[config.mk]
export PLATFORM = sky130hd
export DESIGN_NAME = pes_seqmul
export DESIGN_NICKNAME = d
export VERILOG_FILES = /design/src/rtl/pes_fmul_pkg.sv /design/src/rtl/pes_signmag.sv /design/src/rtl/pes_seqmul.sv
export SDC_FILE = /design/constraint.sdc
export NUM_CORES = 1
export LEC_CHECK = 0
export CORE_MARGIN = 2
export CORE_UTILIZATION = 30
export CTS_BUF_LIST = sky130_fd_sc_hd__clkbuf_8
export DETAILED_ROUTE_END_ITERATION = 16
export GPL_TIMING_DRIVEN = 0
export SYNTH_ARGS = -nofsm -noshare
export SYNTH_HDL_FRONTEND = slang
export SYNTH_SLANG_ARGS = --single-unit
[constraint.sdc]
create_clock -name CLK -period 6.4 [get_ports CLK]
set_input_delay 1.28 -clock CLK [delete_from_list [all_inputs] [get_ports CLK]]
set_output_delay 1.28 -clock CLK [all_outputs]
set_load 0.01 [all_outputs]
[src/rtl/pes_fmul_pkg.sv]
// ---------------------------------------------------------------------------
// pes_fmul_pkg
// Shared definitions for the sequential shift-add multiplier family.
//   state_e   : controller states (IDLE, CALC, FIN)
//   W_DEFAULT : default operand width
//   clog2()   : counter width for a bit counter running 0..W-1
// ---------------------------------------------------------------------------
package pes_fmul_pkg;

   typedef enum logic [1:0] {
      IDLE = 2'd0,
      CALC = 2'd1,
      FIN  = 2'd2
   } state_e;

   localparam int W_DEFAULT = 8;

   // Smallest r with 2**r >= v; the bit counter only needs to reach W-1.
   function automatic int clog2(input int v);
      int r;
      r = 0;
      while ((1 << r) < v) begin
         r = r + 1;
      end
      return r;
   endfunction

endpackage

[src/rtl/pes_signmag.sv]
// ---------------------------------------------------------------------------
// pes_signmag
// Conditional two's-complement negate. Used as an absolute-value stage on
// the operands (neg_i = signed mode & operand MSB) and as the final sign
// restore on the 2W-bit product (neg_i = latched result sign).
//   a_i   : input value, W bits
//   neg_i : 1 = output -a_i, 0 = pass a_i through
//   y_o   : result, W bits
// The most negative input maps to itself, which read as unsigned is the
// correct magnitude 2^(W-1).
// ---------------------------------------------------------------------------
module pes_signmag #(
   parameter int W = 8
) (
   input  logic [W-1:0] a_i,
   input  logic         neg_i,
   output logic [W-1:0] y_o
);

   assign y_o = neg_i ? -a_i : a_i;

endmodule

[src/rtl/pes_seqmul.sv]
// ---------------------------------------------------------------------------
// pes_seqmul
// Sequential shift-add multiplier, W x W -> 2W, signed or unsigned per
// operation, with a zero-operand early finish.
//   CLK     : rising-edge clock
//   RST     : asynchronous active-high reset
//   St      : start request, honoured only in IDLE
//   Sgn     : 1 = two's-complement operands, 0 = unsigned (sampled with St)
//   Mplier  : multiplier   (sampled with St)
//   Mcand   : multiplicand (sampled with St)
//   Product : 2W-bit result register, changes only on the FIN-entry edge
//   Done    : one-cycle completion pulse (state FIN)
//   Busy    : high from the accept edge through Done
// Magnitudes are multiplied unsigned; the sign is reapplied once at the end.
// ---------------------------------------------------------------------------
module pes_seqmul
   import pes_fmul_pkg::*;
#(
   parameter int W = W_DEFAULT
) (
   input  logic           CLK,
   input  logic           RST,
   input  logic           St,
   input  logic           Sgn,
   input  logic [W-1:0]   Mplier,
   input  logic [W-1:0]   Mcand,
   output logic [2*W-1:0] Product,
   output logic           Done,
   output logic           Busy
);

   localparam int CW = clog2(W);

   state_e          state_q, state_d;
   logic [CW-1:0]   cnt_q;
   logic [W-1:0]    mplier_q;
   logic [2*W-1:0]  mcand_q;
   logic [2*W-1:0]  acc_q, acc_d;
   logic [2*W-1:0]  product_q;
   logic            neg_q;

   logic [W-1:0]    mplier_abs, mcand_abs;
   logic [2*W-1:0]  prod_fix;
   logic            zero_op;
   logic            last_bit;

   pes_signmag #(.W(W)) u_abs_mplier (
      .a_i   (Mplier),
      .neg_i (Sgn & Mplier[W-1]),
      .y_o   (mplier_abs)
   );

   pes_signmag #(.W(W)) u_abs_mcand (
      .a_i   (Mcand),
      .neg_i (Sgn & Mcand[W-1]),
      .y_o   (mcand_abs)
   );

   // Sign restore acts on the accumulator value including the final add,
   // so Product is written on the same edge as the last CALC step.
   pes_signmag #(.W(2*W)) u_neg_prod (
      .a_i   (acc_d),
      .neg_i (neg_q),
      .y_o   (prod_fix)
   );

   assign zero_op  = (Mplier == '0) || (Mcand == '0);
   assign last_bit = (cnt_q == CW'(W-1));
   assign acc_d    = acc_q + (mplier_q[0] ? mcand_q : '0);

   // State register
   always_ff @(posedge CLK or posedge RST) begin
      if (RST) begin
         state_q <= IDLE;
      end else begin
         state_q <= state_d;
      end
   end

   // Next-state logic
   always_comb begin
      state_d = state_q;
      case (state_q)
         IDLE: if (St) state_d = zero_op ? FIN : CALC;
         CALC: if (last_bit) state_d = FIN;
         FIN:  state_d = IDLE;
         default: state_d = IDLE;
      endcase
   end

   // Output decode, purely from the state register
   always_comb begin
      Busy = 1'b0;
      Done = 1'b0;
      case (state_q)
         CALC: Busy = 1'b1;
         FIN: begin
            Busy = 1'b1;
            Done = 1'b1;
         end
         default: ;
      endcase
   end

   // Shift-add datapath
   always_ff @(posedge CLK or posedge RST) begin
      if (RST) begin
         cnt_q     <= '0;
         mplier_q  <= '0;
         mcand_q   <= '0;
         acc_q     <= '0;
         neg_q     <= 1'b0;
         product_q <= '0;
      end else begin
         case (state_q)
            IDLE: begin
               if (St) begin
                  mplier_q <= mplier_abs;
                  mcand_q  <= {{W{1'b0}}, mcand_abs};
                  acc_q    <= '0;
                  cnt_q    <= '0;
                  neg_q    <= Sgn & (Mplier[W-1] ^ Mcand[W-1]);
                  if (zero_op) begin
                     product_q <= '0;
                  end
               end
            end
            CALC: begin
               acc_q    <= acc_d;
               mplier_q <= mplier_q >> 1;
               mcand_q  <= mcand_q << 1;
               cnt_q    <= cnt_q + CW'(1);
               if (last_bit) begin
                  product_q <= prod_fix;
               end
            end
            default: ;
         endcase
      end
   end

   assign Product = product_q;

endmodule

==> results of run 1 <==
flip-flops by register name (all words and copies together) (netlist names):
name	cells
acc_q	16
mplier_q	8
cnt_q	3
state_q	2
Product	16
mcand_q	16
neg_q	1
cells in the mapped netlist, types with 5 or more instances:
master | count | area (um2)
nor2_1 | 23 | 86.3
dfrtp_1 | 62 | 1550
xnor2_1 | 15 | 131
a21o_1 | 6 | 45.0
nand3_1 | 10 | 50.1
or3_1 | 9 | 56.3
clkbuf_1 | 17 | 63.8
nor3_1 | 13 | 65.1
and2_1 | 17 | 106
inv_1 | 13 | 48.8
a21oi_1 | 40 | 200
o21ai_1 | 11 | 55.1
xor2_1 | 9 | 78.8
o21ai_0 | 51 | 255
o211ai_1 | 6 | 45.0
nand2_1 | 69 | 259
a22o_1 | 15 | 131
nand2b_1 | 5 | 31.3
ha_1 | 23 | 288
metal layers:
| layer | wire length, um | track usage | share of wire |
|---|---|---|---|
| met4 | 120 | 0.0487 | 0.011 |
| met2 | 4990 | 0.250 | 0.47 |
| met1 | 5170 | 0.210 | 0.48 |
| met3 | 440 | 0.0343 | 0.041 |
| met5 | 0 | 0 | 0 |
kinds of logic (layout without fill, tap and decap cells):
| kind of cell | count (synthesis) | in the layout |
|---|---|---|
| fa+ha+maj | 24 | 24 |
| mux | 6 | 6 |
| xor+xnor | 26 | 26 |
| compound gates | 155 | 155 |
| buf+inv | 33 | 87 |
| flops | 62 | 62 |
| simple gates | 164 | 164 |
final cells by class:
type / instances / area (um2) / area share
multi-input combinational: 375 / 2430 / 0.494
sequential: 62 / 1550 / 0.315
timing repair buffer: 38 / 390 / 0.0793
tap: 176 / 220 / 0.0447
clock buffer: 11 / 151 / 0.0308
buffer: 20 / 78.8 / 0.0160
clock inverter: 5 / 50.0 / 0.0102
inverter: 13 / 48.8 / 0.00991
where the power goes:
part	internal [mW]	switching (mW)	total (mW)
Combinational	0.345	0.629	0.974
Sequential	0.482	0.0688	0.551
Clock	0.198	0.160	0.358
worst register-to-register path, stage by stage (launching register included):
cell and delay (ps):
dfrtp_1 450, clkbuf_1 250, and2_1 240, ha_1 210, fa_1 420, a211oi_2 320, o31ai_4 200, or3_1 400
nand3_1 220, o211ai_1 140, nor4_2 350, mux2_1 350, o211ai_1 100
metrics by stage:
stage / std cells / total power, mW / util / area [um2]
2_1_floorplan: 470 / 1.25 / - / 4110
3_3_place_gp: 683 / 1.51 / 0.354 / 4700
3_5_place_dp: 684 / 1.53 / 0.355 / 4720
4_1_cts: 700 / 1.90 / 0.370 / 4920
5_1_grt: 700 / 2.04 / 0.370 / 4920
6_report: 700 / 1.88 / 0.370 / 4920
how the worst max path moves through the flow:
stage | endpoint | start
global placement | acc_q[11] | RST
global route | Product[14] | mplier_q[0]
detailed placement | Product[3] | Mcand[2]
finish | Product[14] | mplier_q[0]
floorplan | Product[14] | mplier_q[0]
CTS | Product[14] | mplier_q[0]
==> results.py, run 1 <==
metrics = {
    "power": {
        "p_leak_nw": 2.13,
        "power.density_nw_per_um2": 383,
        "max-vdd-ir-drop_v": 0.000190,
    },
    "cells_and_area": {
        "syn_to_final_growth_pct": 19.8,
        "nFillCells": 1388,
        "final_cell_mix": "nand2_1, dfrtp_1, o21ai_0",
        "mostFrequentLayoutCell": "nand2_1",
        "fin_nets": 563,
        "drive_gt1_frac": 0.0782,
        "diodes": 0,
    },
    "route": {
        "drtAntennaViolNets": 0,
        "drt-initial-drc-count": 215,
        "drc_errors": 0,
        "vias": 3626,
        "dr.pass1.iters": 4,
        "via_per_inst": 5.18,
        "post_drt_wl_per_cell_um": 15.3,
        "drt_wl_total_um": 10700,
    },
    "critical_path": {
        "worstReg2RegStart": "mplier_q[0]",
        "cp_data_arrival_time_ps": 3990,
        "crit_top_cell": "o211ai_1",
        "crit_family": "simple AND/OR/NAND/NOR gates",
        "cp-end-kind": "flip-flop",
        "rr_worst_depth": 12,
        "cp.depth": 12,
        "path_cells": "clkbuf_1 -> and2_1 -> ha_1 -> fa_1 -> a211oi_2 -> o31ai_4 -> or3_1 -> nand3_1 -> o211ai_1 -> nor4_2 -> mux2_1 -> o211ai_1",
        "crit_type": "reg2reg",
        "slowest_stage": "dfrtp_1",
        "startpoint_type": "flip-flop",
        "r2r_end": "Product[14]",
        "r2r_setup_slack_ps": 2660,
        "path_buf_inv": 1,
        "critical_path_peak_fanout": 10,
        "max_stage_delay_ps": 450,
        "required_ps": 6660,
    },
    "timing": {
        "hold_viol_final": 0,
        "max_slew_margin": 0.479,
        "final-setup-viol-count": 0,
        "fin_worst_skew_ps": 6.70,
        "finalHoldWorstSlack_ps": 479,
        "fmax_mhz": 268,
        "finalWorstSetupSlack_ps": 2660,
        "fin_crit_ps": 3740,
        "worst_pin_slew_ps": 776,
        "period_share": 0.584,
        "finalMaxSlewViolations": 0,
        "rsz0062_at_grt": "false",
        "fin_setup_tns_ps": 0,
    },
    "logic_synthesis": {
        "yosysUniqueCellTypes": 57,
        "synth_mux_area_frac": 0.0158,
        "seq_area_frac_synth": 0.377,
        "synth_edf_count": 0,
        "synth_top_family_by_area": "compound AO/OA/AOI/OAI gates",
        "synth_xor_area_frac": 0.0591,
        "syn_area_per_cell_um2": 8.75,
        "synthCells": 470,
        "syn-num-nets": 514,
        "synth_compound_area_frac": 0.248,
        "synth-async-reset-ratio": 1.00,
        "ys_warn_count": 0,
        "synthFlopType": "dfrtp_1",
        "syn-cell-area_um2": 4110,
        "synthSimpleGateAreaFrac": 0.193,
        "synth_seq_cells": 62,
        "synth_fa_ha_area_frac": 0.0749,
    },
    "floorplanning": {
        "die_w_um": 121,
        "rows": 42,
        "io_pins": 38,
        "dieArea_um2": 14700,
        "core-area_um2": 13300,
        "chipHeight_um": 121,
        "initial_utilization": 0.309,
    },
    "hold_path": {
        "holdPathStages": 2,
        "hp-start": "Product[8]",
        "min_to": "Product[8]",
        "hold_path_class": "reg2reg",
    },
    "global_route": {
        "antenna_found_initial": 0,
        "grt_pass1_vias": 3660,
        "track_usage": 0.156,
        "grt_max_degree": 38,
        "overflow": 0,
        "grt_pass1_wl_um": 18300,
    },
    "clock_tree": {
        "insertion_delay_ps": 340,
        "clkTransAtPathRegs_ps": 70,
        "htreeDepth": 3,
        "clockBufferDepth": 2,
        "cts_setup_buffers": 0,
        "cts_root_buf": "clkbuf_8",
        "clkSinkCount": 62,
        "cts_resized": 0,
        "cts_made_buffers": 9,
        "cts_tree": "yes",
        "hold_buffers": 0,
    },
    "place": {
        "place_ws_ps": 2450,
        "portBuffers": 37,
        "routabilityCongestion": 0.881,
        "hpwlAfterDp_um": 8180,
    },
    "flow_run": {
        "max-cap-violations": 0,
    },
    "outcome": {
        "outcome": "finished, final reports clean",
    },
}
Power figures use the tool's default switching activity.
==> run 2, diff against run 1 <==
- clock period: 6.4 -> 3.3 ns (I/O delays scaled with it)
==> results.py, run 2 (same netlist as run 1, synthesis figures left out) <==
metrics = {
    "route": {
        "wl_met1_um": 5210,
        "drt-initial-drc-count": 225,
        "post_drt_wl_per_cell_um": 15.3,
        "drc_errors": 0,
        "via_per_inst": 5.21,
        "vias": 3717,
        "wl_met2_um": 5100,
        "drt_wl_total_um": 10900,
        "top_layer_used": "met4",
        "dr_wl_met3_um": 490,
        "drtAntennaViolNets": 0,
        "dr.pass1.iters": 5,
    },
    "cells_and_area": {
        "syn_to_final_growth_pct": 26.0,
        "diodes": 0,
        "fin_nets": 576,
        "instances_no_fill": 713,
        "nFillCells": 1363,
        "mostFrequentLayoutCell": "nand2_1",
        "drive_gt1_frac": 0.130,
        "post-route-util": 0.390,
        "finalInstanceArea_um2": 5180,
        "final_cell_mix": "nand2_1, dfrtp_1, o21ai_0",
    },
    "hold_path": {
        "hp-start": "Product[8]",
        "hold_path_class": "reg2reg",
        "holdPathStages": 2,
        "min_to": "Product[8]",
    },
    "timing": {
        "worst_pin_slew_ps": 779,
        "period_share": 0.970,
        "finalHoldWorstSlack_ps": 480,
        "hold_viol_final": 0,
        "fin_setup_tns_ps": 0,
        "fin_worst_skew_ps": 7.44,
        "final-setup-viol-count": 0,
        "finalMaxSlewViolations": 0,
        "rsz0062_at_grt": "true",
        "fin_crit_ps": 3200,
        "max_slew_margin": 0.477,
        "fmax_mhz": 312,
        "finalWorstSetupSlack_ps": 98.7,
    },
    "clock_tree": {
        "hold_buffers": 0,
        "cts_made_buffers": 9,
        "clkSinkCount": 62,
        "clkTransAtPathRegs_ps": 70,
        "insertion_delay_ps": 350,
        "htreeDepth": 3,
        "cts_root_buf": "clkbuf_8",
        "clockBufferDepth": 2,
        "cts_tree": "yes",
    },
    "floorplanning": {
        "initial_utilization": 0.309,
        "core-area_um2": 13300,
        "dieArea_um2": 14700,
        "io_pins": 38,
        "die_w_um": 121,
        "rows": 42,
        "chipHeight_um": 121,
    },
    "outcome": {
        "outcome": "finished, final reports clean",
    },
    "critical_path": {
        "worstReg2RegStart": "mplier_q[0]",
        "required_ps": 3560,
        "cp-end-kind": "flip-flop",
        "crit_start": "mplier_q[0]",
        "max_stage_delay_ps": 420,
        "r2r_end": "Product[14]",
        "path_cells": "buf_8 -> and2_4 -> ha_4 -> fa_2 -> a211oi_4 -> o31ai_4 -> or3_4 -> nand3_4 -> o211ai_1 -> nor4_4 -> mux2_4 -> o211ai_1",
        "startpoint_type": "flip-flop",
        "r2r_setup_slack_ps": 100,
        "slowest_stage": "dfrtp_2",
        "cp_data_arrival_time_ps": 3460,
        "crit_type": "reg2reg",
        "crit_top_cell": "o211ai_1",
        "critical_path_peak_fanout": 8,
        "rr_worst_depth": 12,
    },
    "global_route": {
        "overflow": 0,
        "antenna_found_initial": 0,
        "grt_pass1_wl_um": 18400,
        "track_usage": 0.158,
        "grt_pass1_vias": 3660,
        "grt_max_degree": 38,
    },
    "place": {
        "placed_area_um2": 4720,
        "place_ws_ps": -431,
        "hpwlAfterDp_um": 8180,
        "portBuffers": 37,
        "routabilityCongestion": 0.881,
        "place_inst": 684,
    },
    "power": {
        "p_leak_nw": 2.22,
        "max-vdd-ir-drop_v": 0.000368,
        "power.density_nw_per_um2": 760,
        "finalPower_mw": 3.94,
    },
    "flow_run": {
        "max-cap-violations": 0,
    },
}
[run 2: cell count changes in the layout (fill, tap and decap cells not counted), moves of 2 or more]
cell	delta
nor3_1	-3
ha_1	-2
buf_4	+13
nor3_2	+3
xnor2_2	+2
xnor2_1	-2
mux2_4	+2
[run 2: report_power, final]
part,switching [mW],internal [mW],leakage [nW],total (mW)
registers,0.133,0.936,0.836,1.07
logic,1.32,0.850,1.28,2.17
clock network,0.314,0.384,0.108,0.698
[run 2: worst max-delay path: cells and delay by family, from the launching register on]
family | cells | cell delay [ps]
adders and majority gates | 2 | 530
AOI/OAI and AO/OA | 4 | 680
DFF | 1 | 420
buffers and inverters | 1 | 140
and+or+nand+nor | 4 | 1020
muxes | 1 | 330
[run 2: worst max-delay path by stage]
stage | end | slack, ps | cells past startpoint
after floorplan | Product[14] | 140 | 12
after global placement | Product[14] | -390 | 12
after detailed placement | Product[14] | -430 | 12
after CTS | Product[13] | -4 | 12
after global routing | Product[14] | -9 | 12
final | Product[14] | 100 | 12
[run 2: timing repair]
item / CTS / global route
pin swaps: 7 / 10
setup buffers: 6 / 7
setup endpoints to repair: 7 / 6
gates resized for setup: 16 / 13
[run 2: metal layers]
layer	up-vias	global-route usage
li1	1821	-
met1	1788	0.212
met2	95	0.255
met3	13	0.0343
met4	0	0.0429
met5	-	0
[run 2: cell type report]
type / instances / area, um2 / share of cell area
multi-input combinational: 375 / 2580 / 0.498
sequential: 62 / 1550 / 0.300
timing repair buffer: 51 / 488 / 0.0942
tap: 176 / 220 / 0.0425
clock buffer: 11 / 151 / 0.0292
buffer: 20 / 90.1 / 0.0174
clock inverter: 5 / 50.0 / 0.00966
inverter: 13 / 48.8 / 0.00942
==> RTL change 1: new RTL, settings of run 2 <==
Change the package constant `W_DEFAULT` from 8 to 6.
--- a/src/rtl/pes_fmul_pkg.sv
+++ b/src/rtl/pes_fmul_pkg.sv
@@ -14,5 +14,5 @@
    } state_e;
 
-   localparam int W_DEFAULT = 8;
+   localparam int W_DEFAULT = 6;
 
    // Smallest r with 2**r >= v; the bit counter only needs to reach W-1.
Ports: changed (resized Mcand, Mplier and Product); port bits go from 38 to 30. No check against the original RTL was run, so the function may have changed too.
==> RTL change 1 against run 2 <==
- non-clock buffer count down 28
- hold slack lost 0.00060 ns
- sequential power down 13%
- sequential share of layout area grew 2.7 points
- area after synthesis decreased by 26%
- power is 24% lower
- wire length decreased by 36%
- worst setup slack gained 0.14 ns
- global-route usage decreased by 2.4 points
- sequential cell count shrank 14
- design area decreased by 29%
- die area is 25% lower
- critical endpoint is now Product[11]
- largest cell class unchanged
- highest routed layer unchanged
==> RTL change 1: results <==
set metrics [dict create \
    cts_max_level 2 \
    grt_max_degree 34 \
    slowest_delay_ns 0.49 \
    grt_util_all_layers_pct 13.4 \
    highest_layer "met4" \
    dr_total_vias 2618 \
    wl_per_cell_um 13.6 \
    worstSetupEndpoint "Product[11]" \
    synth_cell_types 57 \
    status "complete, no violations" \
    clock_latency_ns 0.31 \
    dr_wl_met2_mm 3.21 \
    finClkSkew_ns 0.0189 \
    cts_setup_buffers 0 \
    worstRegToRegCells 10 \
    route.met3.wl_um 298 \
    dp_worst_setup_slack_ns 0.0395 \
    vdd_drop_max_uv 276 \
    ff2ff_setup_slack_ns 0.24 \
    cts_made_buffers 5 \
    combPwrFrac_pct 51.5 \
    wl_mm 6.99 \
    fin_hold_ws_ns 0.479 \
    antenna_found_initial 0 \
    port_buffers 29 \
    hpwl_mm 5.46 \
    clockPowerShare_pct 17.4 \
    cpLargestDelayFamily "compound AO/OA/AOI/OAI gates" \
    finalCritPeriodShare_pct 92.7 \
    p_int_mw 1.72 \
    nets 414 \
    synthesis.nets 378 \
    netlist_top_cells_area "dfrtp_1, ha_1, nand2_1" \
    crit_path_max_fanout 13 \
    critPathKind "register to register" \
    synth_cells 342 \
    power.density_mw_per_mm2 810 \
    postPlaceCellArea_sq_mm 0.00353 \
    grt_pass1_wl_mm 12.1 \
    synthTopCellsByCount "dfrtp_1, nand2_1, o21ai_0" \
    hold-path-endpoint "Product[1]" \
    m1WireLength_mm 3.40 \
    drt_iter0_drc 91 \
    diodes 0 \
    drive_above_1_share_pct 6.33 \
    synth-seq-area-share_pct 39.3 \
    holdCritStartpoint "Product[1]" \
    p_leak_nw 1.63 \
    dr.pass1.iters 4 \
    path_clk_slew_ns 0.10 \
    post-place-cells 505 \
    gp_congestion 0.840 \
    worstMarginPinSlew_ns 0.609 \
    arrival_ns 3.30 \
    final_common_cell "nand2_1" \
]
==> RTL change 1: per-layer routing <==
layer  vias up  GRT usage [%]
met5         -              0
met4         0           3.81
met3         7           2.43
met2        44           22.3
met1      1251           17.7
li1       1316              -
==> RTL change 1: kinds of logic (layout without fill, tap and decap cells) <==
family | after synthesis | in the layout | share of synthesized area [%]
compound gates | 112 | 112 | 24.7
xor+xnor | 18 | 18 | 5.16
fa+ha+maj | 20 | 20 | 8.43
buf+inv | 30 | 67 | 3.72
flops | 48 | 48 | 39.3
mux | 4 | 4 | 1.31
simple gates | 110 | 110 | 17.4
==> RTL change 1: area by class of cell <==
type                    count  area, sq um
repair buffers             30          310
clock inverters             3         68.8
clock buffers               5         68.8
multi-input cells         264         1760
flip-flops and latches     48         1200
fillers                  1063         6130
well taps                 133          166
plain buffers              13         50.0
inverters                  16         60.1
==> RTL change 1: repair_timing <==
action / CTS / global route
hold buffers: 0 / 0
gates resized for setup: 0 / 4
endpoints found under the setup margin: 0 / 2
==> RTL change 2: new RTL, config.mk and constraints of run 2 <==
Without the edit above. Encoding of `state_e`: now one-hot (3 bits for 3 states).
--- a/src/rtl/pes_fmul_pkg.sv
+++ b/src/rtl/pes_fmul_pkg.sv
@@ -8,8 +8,8 @@
 package pes_fmul_pkg;
 
-   typedef enum logic [1:0] {
-      IDLE = 2'd0,
-      CALC = 2'd1,
-      FIN  = 2'd2
+   typedef enum logic [2:0] {
+      IDLE = 3'b001,
+      CALC = 3'b010,
+      FIN  = 3'b100
    } state_e;
 
Formal check against the unedited RTL: no difference found for any inputs over 4 cycles, from zero or initial values and one cycle with RST high; so few cycles prove little.
==> RTL change 2 against run 2 <==
- the flow now finishes with violations (negative setup slack)
- clock power rose by 3%
- die area fell by 4.5%
- synthesized cell count fell by 6.0%
- power rose by 15%
- design area fell by 2.1%
- wire length fell by 7.3%
- area after synthesis fell by 4.6%
- critical path depth did not move
- sequential cell count rose by 1
- worst setup slack got worse by 0.12 ns
- critical path type unchanged
- critical endpoint is now Product[15]
==> RTL change 2: results <==
set metrics [dict create \
    m1WireLength_mm 4.59 \
    setup_viol 2 \
    arrival_ns 3.54 \
    violations "negative setup slack" \
    grt_util_all_layers_pct 14.7 \
    synthesis.nets 483 \
    wl_per_cell_um 14.7 \
    vdd_drop_max_uv 306 \
    fin_hold_ws_ns 0.481 \
    crit_path_max_fanout 4 \
    synth-compound-area-share_pct 20.4 \
    drt_iter0_drc 174 \
    grt_pass1_wl_mm 16.5 \
    synth_cell_types 54 \
    postPlaceCellArea_sq_mm 0.00451 \
    synth.mux.area_fraction_pct 0.255 \
    setup_slack_ns -0.0164 \
    route.met3.wl_um 656 \
    port_buffers 35 \
    p_leak_nw 2.22 \
    grt_pass1_vias 3367 \
    status "finished with violations" \
    synthXorXnorAreaFrac_pct 8.68 \
    synthTopCellsByCount "nand2_1, dfrtp_1, o21ai_0" \
    grt_max_degree 39 \
    slowest_stage "or3b_4" \
    nets 550 \
    met1_usage_pct 20.0 \
    synth-seq-area-share_pct 40.2 \
    drive_above_1_share_pct 16.0 \
    dr.pass1.iters 4 \
    relSlewSlack_pct 47.5 \
]
## RTL change 2: cell count changes after synthesis, sizes merged, moves of 7 or more
cell | before | now
a21oi | 40 | 19
nand2 | 69 | 77
nor2 | 23 | 15
o21ai | 62 | 55
nand3 | 10 | 29
or3 | 9 | 1
a22oi | 0 | 12
a22o | 15 | 0
## RTL change 2: final cells by class
cell class	count	share of cell area, %
tap	172	4.24
clock buffer	12	3.26
inverter	15	1.16
multi-input combinational	346	47.5
sequential	63	31.1
clock inverter	4	0.863
buffer	18	1.58
timing repair buffer	56	10.3
## RTL change 2: metrics by stage
step	util [%]	TNS [ns]	cells	worst slack, ns
finish	40.0	-0.0287	686	-0.0164
global placement	35.5	-6.60	649	-0.407
floorplan	-	0	442	0.0109
CTS	38.6	-0.200	677	-0.106
global route	40.0	-0.484	686	-0.140
detailed placement	35.6	-2.02	650	-0.515
## RTL change 2: final timing paths
| path | from | to |
|---|---|---|
| worst max-delay path | mplier_q[0] | Product[15] |
| worst min-delay path | Product[0] | Product[0] |
| worst max register to register | mplier_q[0] | Product[15] |
| worst min register to register | Product[0] | Product[0] |
| max in group asynchronous | RST | Product[6] |
| min in group asynchronous | RST | mplier_q[7] |
## RTL change 2: where the power goes
group          total [mW]  internal (mW)  switching [mW]
registers            1.26           1.06           0.198
logic                2.57           1.11            1.46
clock network       0.716          0.406           0.310
## RTL change 2: repair_timing
| action | 4_1_cts | 5_1_grt |
|---|---|---|
| setup endpoints to repair | 7 | 8 |
| gates resized for setup | 16 | 23 |
| gates cloned | 1 | 0 |
| buffers inserted | 10 | 10 |
| pin swaps | 17 | 15 |
